`src/rtl/menu_pkg.sv`:
```
// Shared encodings for the front-panel menu: rotary encoder actions, menu states,
// LCD refresh states and audio setting indices.
package menu_pkg;

  typedef enum logic [1:0] {
    ACT_NONE  = 2'd0,
    ACT_LEFT  = 2'd1,
    ACT_RIGHT = 2'd2,
    ACT_PRESS = 2'd3
  } action_e;

  typedef enum logic {
    BROWSE = 1'b0,
    EDIT   = 1'b1
  } menu_state_e;

  typedef enum logic [1:0] {
    L_IDLE      = 2'd0,
    L_WAIT_BUSY = 2'd1,
    L_WAIT_DONE = 2'd2
  } lcd_state_e;

  typedef enum logic [1:0] {
    ITEM_VOL    = 2'd0,
    ITEM_BASS   = 2'd1,
    ITEM_TREBLE = 2'd2,
    ITEM_BAL    = 2'd3
  } item_e;

  localparam int NUM_ITEMS_DEF = 4;

endpackage

```
`src/rtl/lcd_refresh_sched.sv`:
```
// LCD refresh scheduler: tracks a dirty screen, issues one start per refresh,
// snapshots what to draw, and retries when lcd_busy never answers.
module lcd_refresh_sched
  import menu_pkg::*;
#(
  parameter int IDX_W     = 2,
  parameter int VAL_W     = 5,
  parameter int BUSY_WAIT = 4
) (
  input  logic             clk,
  input  logic             rst,
  input  logic             set_dirty,
  input  logic [IDX_W-1:0] cur_item,
  input  logic [VAL_W-1:0] cur_value,
  input  logic             cur_edit,
  input  logic             lcd_busy,
  output logic             lcd_start,
  output logic [IDX_W-1:0] lcd_item,
  output logic [VAL_W-1:0] lcd_value,
  output logic             lcd_edit
);

  localparam int WAIT_W = (BUSY_WAIT > 1) ? $clog2(BUSY_WAIT) : 1;
  localparam logic [WAIT_W-1:0] WAIT_LAST = WAIT_W'(BUSY_WAIT - 1);

  lcd_state_e        st_q, st_d;
  logic              dirty_q, dirty_d;
  logic [WAIT_W-1:0] wait_q, wait_d;
  logic              start_d;

  // NOTE: every output of this block is assigned up front, so no path can infer a latch.
  always_comb begin
    st_d    = st_q;
    dirty_d = dirty_q;
    wait_d  = wait_q;
    start_d = 1'b0;
    case (st_q)
      L_IDLE: begin
        if (dirty_q && !lcd_busy) begin
          start_d = 1'b1;
          dirty_d = 1'b0;
          wait_d  = '0;
          st_d    = L_WAIT_BUSY;
        end
      end
      L_WAIT_BUSY: begin
        if (lcd_busy) begin
          st_d = L_WAIT_DONE;
        end else if (wait_q == WAIT_LAST) begin
          dirty_d = 1'b1;
          st_d    = L_IDLE;
        end else begin
          wait_d = wait_q + 1'b1;
        end
      end
      L_WAIT_DONE: begin
        if (!lcd_busy) st_d = L_IDLE;
      end
      default: st_d = L_IDLE;
    endcase
    // A change landing on the snapshot cycle must still be drawn later.
    if (set_dirty) dirty_d = 1'b1;
  end

  // NOTE: sequential state uses non-blocking assignments so every flop samples pre-edge values.
  always_ff @(posedge clk) begin
    if (rst) begin
      st_q      <= L_IDLE;
      dirty_q   <= 1'b1;
      wait_q    <= '0;
      lcd_start <= 1'b0;
      lcd_item  <= '0;
      lcd_value <= '0;
      lcd_edit  <= 1'b0;
    end else begin
      st_q      <= st_d;
      dirty_q   <= dirty_d;
      wait_q    <= wait_d;
      lcd_start <= start_d;
      if (start_d) begin
        lcd_item  <= cur_item;
        lcd_value <= cur_value;
        lcd_edit  <= cur_edit;
      end
    end
  end

endmodule

```
`src/rtl/menu_controller.sv`:
```
// Two-level BROWSE/EDIT menu over the audio settings, driven by rotary encoder
// events, with an EDIT idle timeout and coalesced LCD refresh requests.
module menu_controller
  import menu_pkg::*;
#(
  parameter int NUM_ITEMS    = NUM_ITEMS_DEF,
  parameter int VAL_W        = 5,
  parameter int VAL_MAX      = 31,
  parameter int VAL_INIT     = 16,
  parameter int EDIT_TIMEOUT = 500000000,
  parameter int BUSY_WAIT    = 4
) (
  input  logic                         clk,
  input  logic                         rst,
  input  logic [1:0]                   action,
  input  logic                         start,
  output logic [NUM_ITEMS*VAL_W-1:0]   values_flat,
  output logic [$clog2(NUM_ITEMS)-1:0] cursor,
  output logic                         edit_mode,
  output logic                         lcd_start,
  output logic [$clog2(NUM_ITEMS)-1:0] lcd_item,
  output logic [VAL_W-1:0]             lcd_value,
  output logic                         lcd_edit,
  input  logic                         lcd_busy
);

  localparam int IDX_W = $clog2(NUM_ITEMS);
  localparam logic [IDX_W-1:0] CUR_LAST = IDX_W'(NUM_ITEMS - 1);
  localparam logic [VAL_W-1:0] V_MAX    = VAL_W'(VAL_MAX);
  localparam logic [VAL_W-1:0] V_INIT   = VAL_W'(VAL_INIT);
  localparam logic [31:0]      TMO_LAST = (EDIT_TIMEOUT > 0) ? 32'(EDIT_TIMEOUT - 1) : 32'd0;

  menu_state_e      state_q, state_d;
  logic [IDX_W-1:0] cursor_q, cursor_d;
  logic [VAL_W-1:0] values_q [NUM_ITEMS];
  logic [VAL_W-1:0] sel_val, sel_val_d;
  logic [31:0]      tmo_q, tmo_d;
  action_e          act;
  logic             event_v;
  logic             changed;

  assign act     = action_e'(action);
  assign event_v = start && (act != ACT_NONE);
  assign sel_val = values_q[cursor_q];

  always_comb begin
    state_d   = state_q;
    cursor_d  = cursor_q;
    sel_val_d = sel_val;
    tmo_d     = '0;
    if (event_v) begin
      // An event always wins over a coinciding timeout and restarts the idle count.
      case (state_q)
        BROWSE: begin
          case (act)
            ACT_LEFT:  cursor_d = (cursor_q == '0) ? CUR_LAST : cursor_q - 1'b1;
            ACT_RIGHT: cursor_d = (cursor_q == CUR_LAST) ? '0 : cursor_q + 1'b1;
            ACT_PRESS: state_d  = EDIT;
            default:   ;
          endcase
        end
        EDIT: begin
          case (act)
            ACT_LEFT:  if (sel_val != '0) sel_val_d = sel_val - 1'b1;
            ACT_RIGHT: if (sel_val < V_MAX) sel_val_d = sel_val + 1'b1;
            ACT_PRESS: state_d = BROWSE;
            default:   ;
          endcase
        end
        default: state_d = BROWSE;
      endcase
    end else if (state_q == EDIT) begin
      if ((EDIT_TIMEOUT != 0) && (tmo_q == TMO_LAST)) state_d = BROWSE;
      else tmo_d = tmo_q + 32'd1;
    end
  end

  assign changed = (state_d != state_q) || (cursor_d != cursor_q) || (sel_val_d != sel_val);

  always_ff @(posedge clk) begin
    if (rst) begin
      state_q  <= BROWSE;
      cursor_q <= '0;
      tmo_q    <= '0;
      // NOTE: the settings are a few flops rather than a RAM, so each entry gets a reset value.
      for (int i = 0; i < NUM_ITEMS; i++) values_q[i] <= V_INIT;
    end else begin
      state_q            <= state_d;
      cursor_q           <= cursor_d;
      tmo_q              <= tmo_d;
      values_q[cursor_q] <= sel_val_d;
    end
  end

  for (genvar g = 0; g < NUM_ITEMS; g++) begin : g_flat
    assign values_flat[g*VAL_W +: VAL_W] = values_q[g];
  end

  assign cursor    = cursor_q;
  assign edit_mode = (state_q == EDIT);

  lcd_refresh_sched #(
    .IDX_W    (IDX_W),
    .VAL_W    (VAL_W),
    .BUSY_WAIT(BUSY_WAIT)
  ) u_sched (
    .clk      (clk),
    .rst      (rst),
    .set_dirty(changed),
    .cur_item (cursor_q),
    .cur_value(sel_val),
    .cur_edit (state_q == EDIT),
    .lcd_busy (lcd_busy),
    .lcd_start(lcd_start),
    .lcd_item (lcd_item),
    .lcd_value(lcd_value),
    .lcd_edit (lcd_edit)
  );

endmodule
```
`config.mk`:
```
export PLATFORM = sky130hd
export DESIGN_NAME = menu_controller
export DESIGN_NICKNAME = d
export VERILOG_FILES = /design/src/rtl/menu_pkg.sv /design/src/rtl/lcd_refresh_sched.sv /design/src/rtl/menu_controller.sv
export SDC_FILE = /design/constraint.sdc
export NUM_CORES = 1
export LEC_CHECK = 0
export ABC_CLOCK_PERIOD_IN_PS = 3450
export CAP_MARGIN = 20
export CORE_MARGIN = 2
export CORE_UTILIZATION = 40
export CTS_BUF_LIST = sky130_fd_sc_hd__clkbuf_16
export CTS_CLUSTER_DIAMETER = 150
export DETAILED_ROUTE_END_ITERATION = 10
export GPL_TIMING_DRIVEN = 0
export MAX_ROUTING_LAYER = met4
export PLACE_DENSITY = 0.58
export SLEW_MARGIN = 20
export SYNTH_ARGS = -nofsm -noshare
export SYNTH_HDL_FRONTEND = slang
export SYNTH_SLANG_ARGS = --single-unit
```
`constraint.sdc`:
```
create_clock -name clk -period 3.45 [get_ports clk]
set_input_delay 0.5175 -clock clk [delete_from_list [all_inputs] [get_ports clk]]
set_output_delay 0.5175 -clock clk [all_outputs]
set_load 0.02 [all_outputs]
```
==> out/metrics.cfg <==
[outcome]
status = finished, final reports clean

[detailed_routing]
highest_layer = met4
firstDrtPassIters = 4
m1WireLength_microns = 3808
drc = 0
antenna_left = 0
dr.first_iter.drc_count = 101
wl_met3_microns = 280
wl_microns = 8398
num_vias = 2960
avgViaCountPerCell = 5.333
wl_met2_microns = 4190
avgRoutedWirePerCell_microns = 15.13

[cells_and_area]
final_common_cell = nor2_1
diodes = 0
nets = 458
final_cell_mix = nor2_1 (60), dfxtp_1 (48), nand2_1 (44)
finalNonFillerCells = 555
final_area_sq_um = 4344
syn_to_final_growth_pct = 24.09
drive_gt1_share_pct = 7.830

[die]
fp.dieArea_sq_um = 9516
rows = 34
chipHeight_microns = 97.55
dieWidth_microns = 97.55
core_area_sq_um = 8593
num_io_pins = 38
start_util_pct = 40.74

[grt]
grt_pass1_wl_microns = 14060
first_global_vias = 2900
grt_max_degree = 13
antenna_found_initial = 0
grt_use_total_pct = 18.73
globalRouteOverflowTotal = 0

[power]
p_switching_mw = 0.5601
intPower_mw = 1.621
power_density_nw_per_um2 = 502.0
pwr-share-seq_pct = 40.7
combPwrFrac_pct = 14.3
clkPwrFrac_pct = 45.0
power.leakage_nw = 1.495
p_sw_share_pct = 25.69
peakVddDrop_uv = 383.9

[setup_path]
cp-end-kind = register
cp.required_ns = 3.51
path_max_fanout = 10
r2r_setup_slack_ns = 0.18
reg2reg_to = values_q[3][0]$_DFFE_PP_
path_depth = 12
reg2regPathDepth = 12
cp_common_cell = buf_2
crit_family = buffers and inverters
cp_cell_sequence = clkbuf_4, mux4_2, buf_2, inv_1, ha_1, or4b_1, buf_2, nand3_1, o21ai_1, a222oi_1, buf_4, nor2_1
crit_path_start_kind = register
crit_arrival_ns = 3.33
critical_path_class = register to register
r2r_start = cursor[0]$_SDFF_PP0_
crit_path_max_incr_delay_ns = 0.58
crit_buf_inv = 5
worst_path_max_delay_cell = mux4_2

[placement]
io_buffers = 37
placed_cells = 538
place_congestion = 0.8849
place_area_sq_um = 4006
dp_hpwl_microns = 6286

[timing]
finalMaxSlewViolations = 0
rsz0062_at_grt = no
worst_pin_slew_ns = 0.6260
finalHoldViolations = 0
fin_crit_sh_pct = 94.81
relSlewSlack_pct = 57.82
min_period_ns = 3.271
finalClockSkew_ns = 0.005542
finalSetupViolCount = 0
max_freq_mhz = 305.7

[synthesis]
synth_nets = 409
synth-async-reset-ratio_pct = 0
synth_area_per_cell_sq_um = 8.908
syn_inst = 393
ys_seq_elements = 69
netlist-cell-type-count = 48
synth_edf_count = 20
synth_flop_cell = dfxtp_1
syn_area_sq_um = 3501
yosys_warnings = 0
ys_seq_area_share_pct = 45.18

[clock_network]
cts_buffer_depth = 2
cts_tree = yes
cts.sinks = 69
cts_hold_buf = 0
clkLatencyLatePin_ns = 0.33
cts_root_buf = clkbuf_16
clk_pin_slew_ns = 0.06
cts.htree.levels = 3
cts_made_buffers = 9

[worst_hold_path]
worstHoldStart = u_sched.lcd_value[1]$_SDFFE_PP0P_
worstHoldEndpoint = u_sched.lcd_value[1]$_SDFFE_PP0P_
hold_path_class = register to register
min_delay_path_depth = 2

[flow_run]
maxCapViolCount = 0

-- area by class of cell --
class                   count  area (sq um)
well taps                 108         135.1
fillers                   814          4249
inverters                  12         45.04
clock inverters             7         87.58
plain buffers              18         76.32
clock buffers               9         225.2
flip-flops and latches     69          1583
repair buffers             38         377.9
multi-input cells         294          1814
-- cells by family (layout without fill, tap and decap cells) --
group | count (synthesis) | count (layout) | share of synthesized area [%]
fa+ha+maj | 10 | 10 | 3.574
compound gates | 61 | 61 | 10.69
mux | 9 | 9 | 4.432
xor+xnor | 29 | 29 | 7.255
buf+inv | 30 | 84 | 3.359
simple gates | 185 | 185 | 25.52
flops | 69 | 69 | 45.18
-- routing by layer --
layer / vias to the layer above / track usage, %
li1: 1484 / -
met1: 1415 / 23.48
met2: 48 / 30.45
met3: 13 / 4.173
met4: 0 / 5.556
met5: - / -
-- registers in the layout, indices dropped and copies added, names as in the netlist --
signal and flops:
values_q 20, tmo_q 32, u_sched.wait_q 2, u_sched.lcd_value 5, cursor 2, u_sched.lcd_edit 1, edit_mode 1, u_sched.dirty_q 1
u_sched.st_q 2, u_sched.lcd_item 2, u_sched.lcd_start 1
-- power by group through the flow --
stage          registers (mW)  clock network (mW)  logic [mW]
6_report                0.887               0.981       0.313
5_1_grt                 0.889                1.03       0.342
4_1_cts                 0.887               0.997       0.313
3_5_place_dp            0.904                   0       0.304
3_3_place_gp            0.903                   0       0.303
2_1_floorplan           0.929                   0       0.167
-- worst max path at each step --
| stage | start | end | slack [ns] |
|---|---|---|---|
| 3_5_place_dp | cursor[0]$_SDFF_PP0_ | values_q[2][0]$_SDFFCE_PN0P_ | -0.26 |
| 5_1_grt | cursor[0]$_SDFF_PP0_ | values_q[3][0]$_DFFE_PP_ | 0.003 |
| 2_1_floorplan | cursor[0]$_SDFF_PP0_ | values_q[0][0]$_SDFFCE_PN0P_ | 0.19 |
| 6_report | cursor[0]$_SDFF_PP0_ | values_q[3][0]$_DFFE_PP_ | 0.18 |
| 3_3_place_gp | cursor[0]$_SDFF_PP0_ | values_q[2][0]$_SDFFCE_PN0P_ | -0.25 |
| 4_1_cts | cursor[0]$_SDFF_PP0_ | values_q[3][0]$_DFFE_PP_ | 0.03 |
-- synthesized netlist by cell type (2+ instances only) --
cell / instances / share of area (%)
nand4_1: 7 / 1.3
a221oi_1: 2 / 0.50
xnor2_1: 11 / 2.8
nor4_1: 5 / 0.89
dfxtp_1: 49 / 28
o21a_1: 2 / 0.43
o21ai_0: 16 / 2.3
o22ai_1: 3 / 0.54
o2111ai_1: 2 / 0.50
a22oi_1: 2 / 0.43
buf_2: 4 / 0.57
inv_1: 12 / 1.3
a21oi_1: 20 / 2.9
a211oi_1: 2 / 0.43
a21o_1: 2 / 0.43
nor2b_1: 2 / 0.36
mux2_2: 2 / 0.64
clkbuf_1: 13 / 1.4
and3_1: 11 / 2.0
or3_1: 3 / 0.54
nor2_1: 60 / 6.4
mux4_2: 5 / 3.2
nand3_1: 24 / 3.4
xor2_1: 18 / 4.5
o211ai_1: 4 / 0.86
or4b_2: 2 / 0.57
and4_1: 3 / 0.75
nor3_1: 6 / 0.86
nand2b_1: 10 / 1.8
mux2i_1: 2 / 0.57
nand2_1: 44 / 4.7
edfxtp_1: 20 / 17
ha_1: 10 / 3.6
-- worst register-to-register path: cells and delay by family, from the launching register on --
kind / cells / cell delay (ns)
simple gates: 3 / 0.55
compound gates: 2 / 0.27
fa+ha+maj: 1 / 0.19
mux: 1 / 0.59
buf+inv: 5 / 1.00
flops: 1 / 0.42
-- per-stage QoR --
step	setup TNS, ns	utilization (%)	worst slack, ns	hold WS (ns)	total power, mW
global placement	-0.9274	46.62	-0.2529	0.4418	1.207
finish	0	50.55	0.1792	0.4520	2.181
global route	0	50.55	0.002989	0.4733	2.262
CTS	0	50.50	0.02770	0.4551	2.196
detailed placement	-0.9738	46.62	-0.2585	0.4466	1.209
floorplan	0	-	0.1921	0.4260	1.097
-- repair_timing --
action,in CTS,in global routing
gates resized for setup,2,3
setup buffers,1,0
pin swaps,1,0
endpoints found under the setup margin,10,16
No activity file was read; power rests on OpenSTA's default activity.
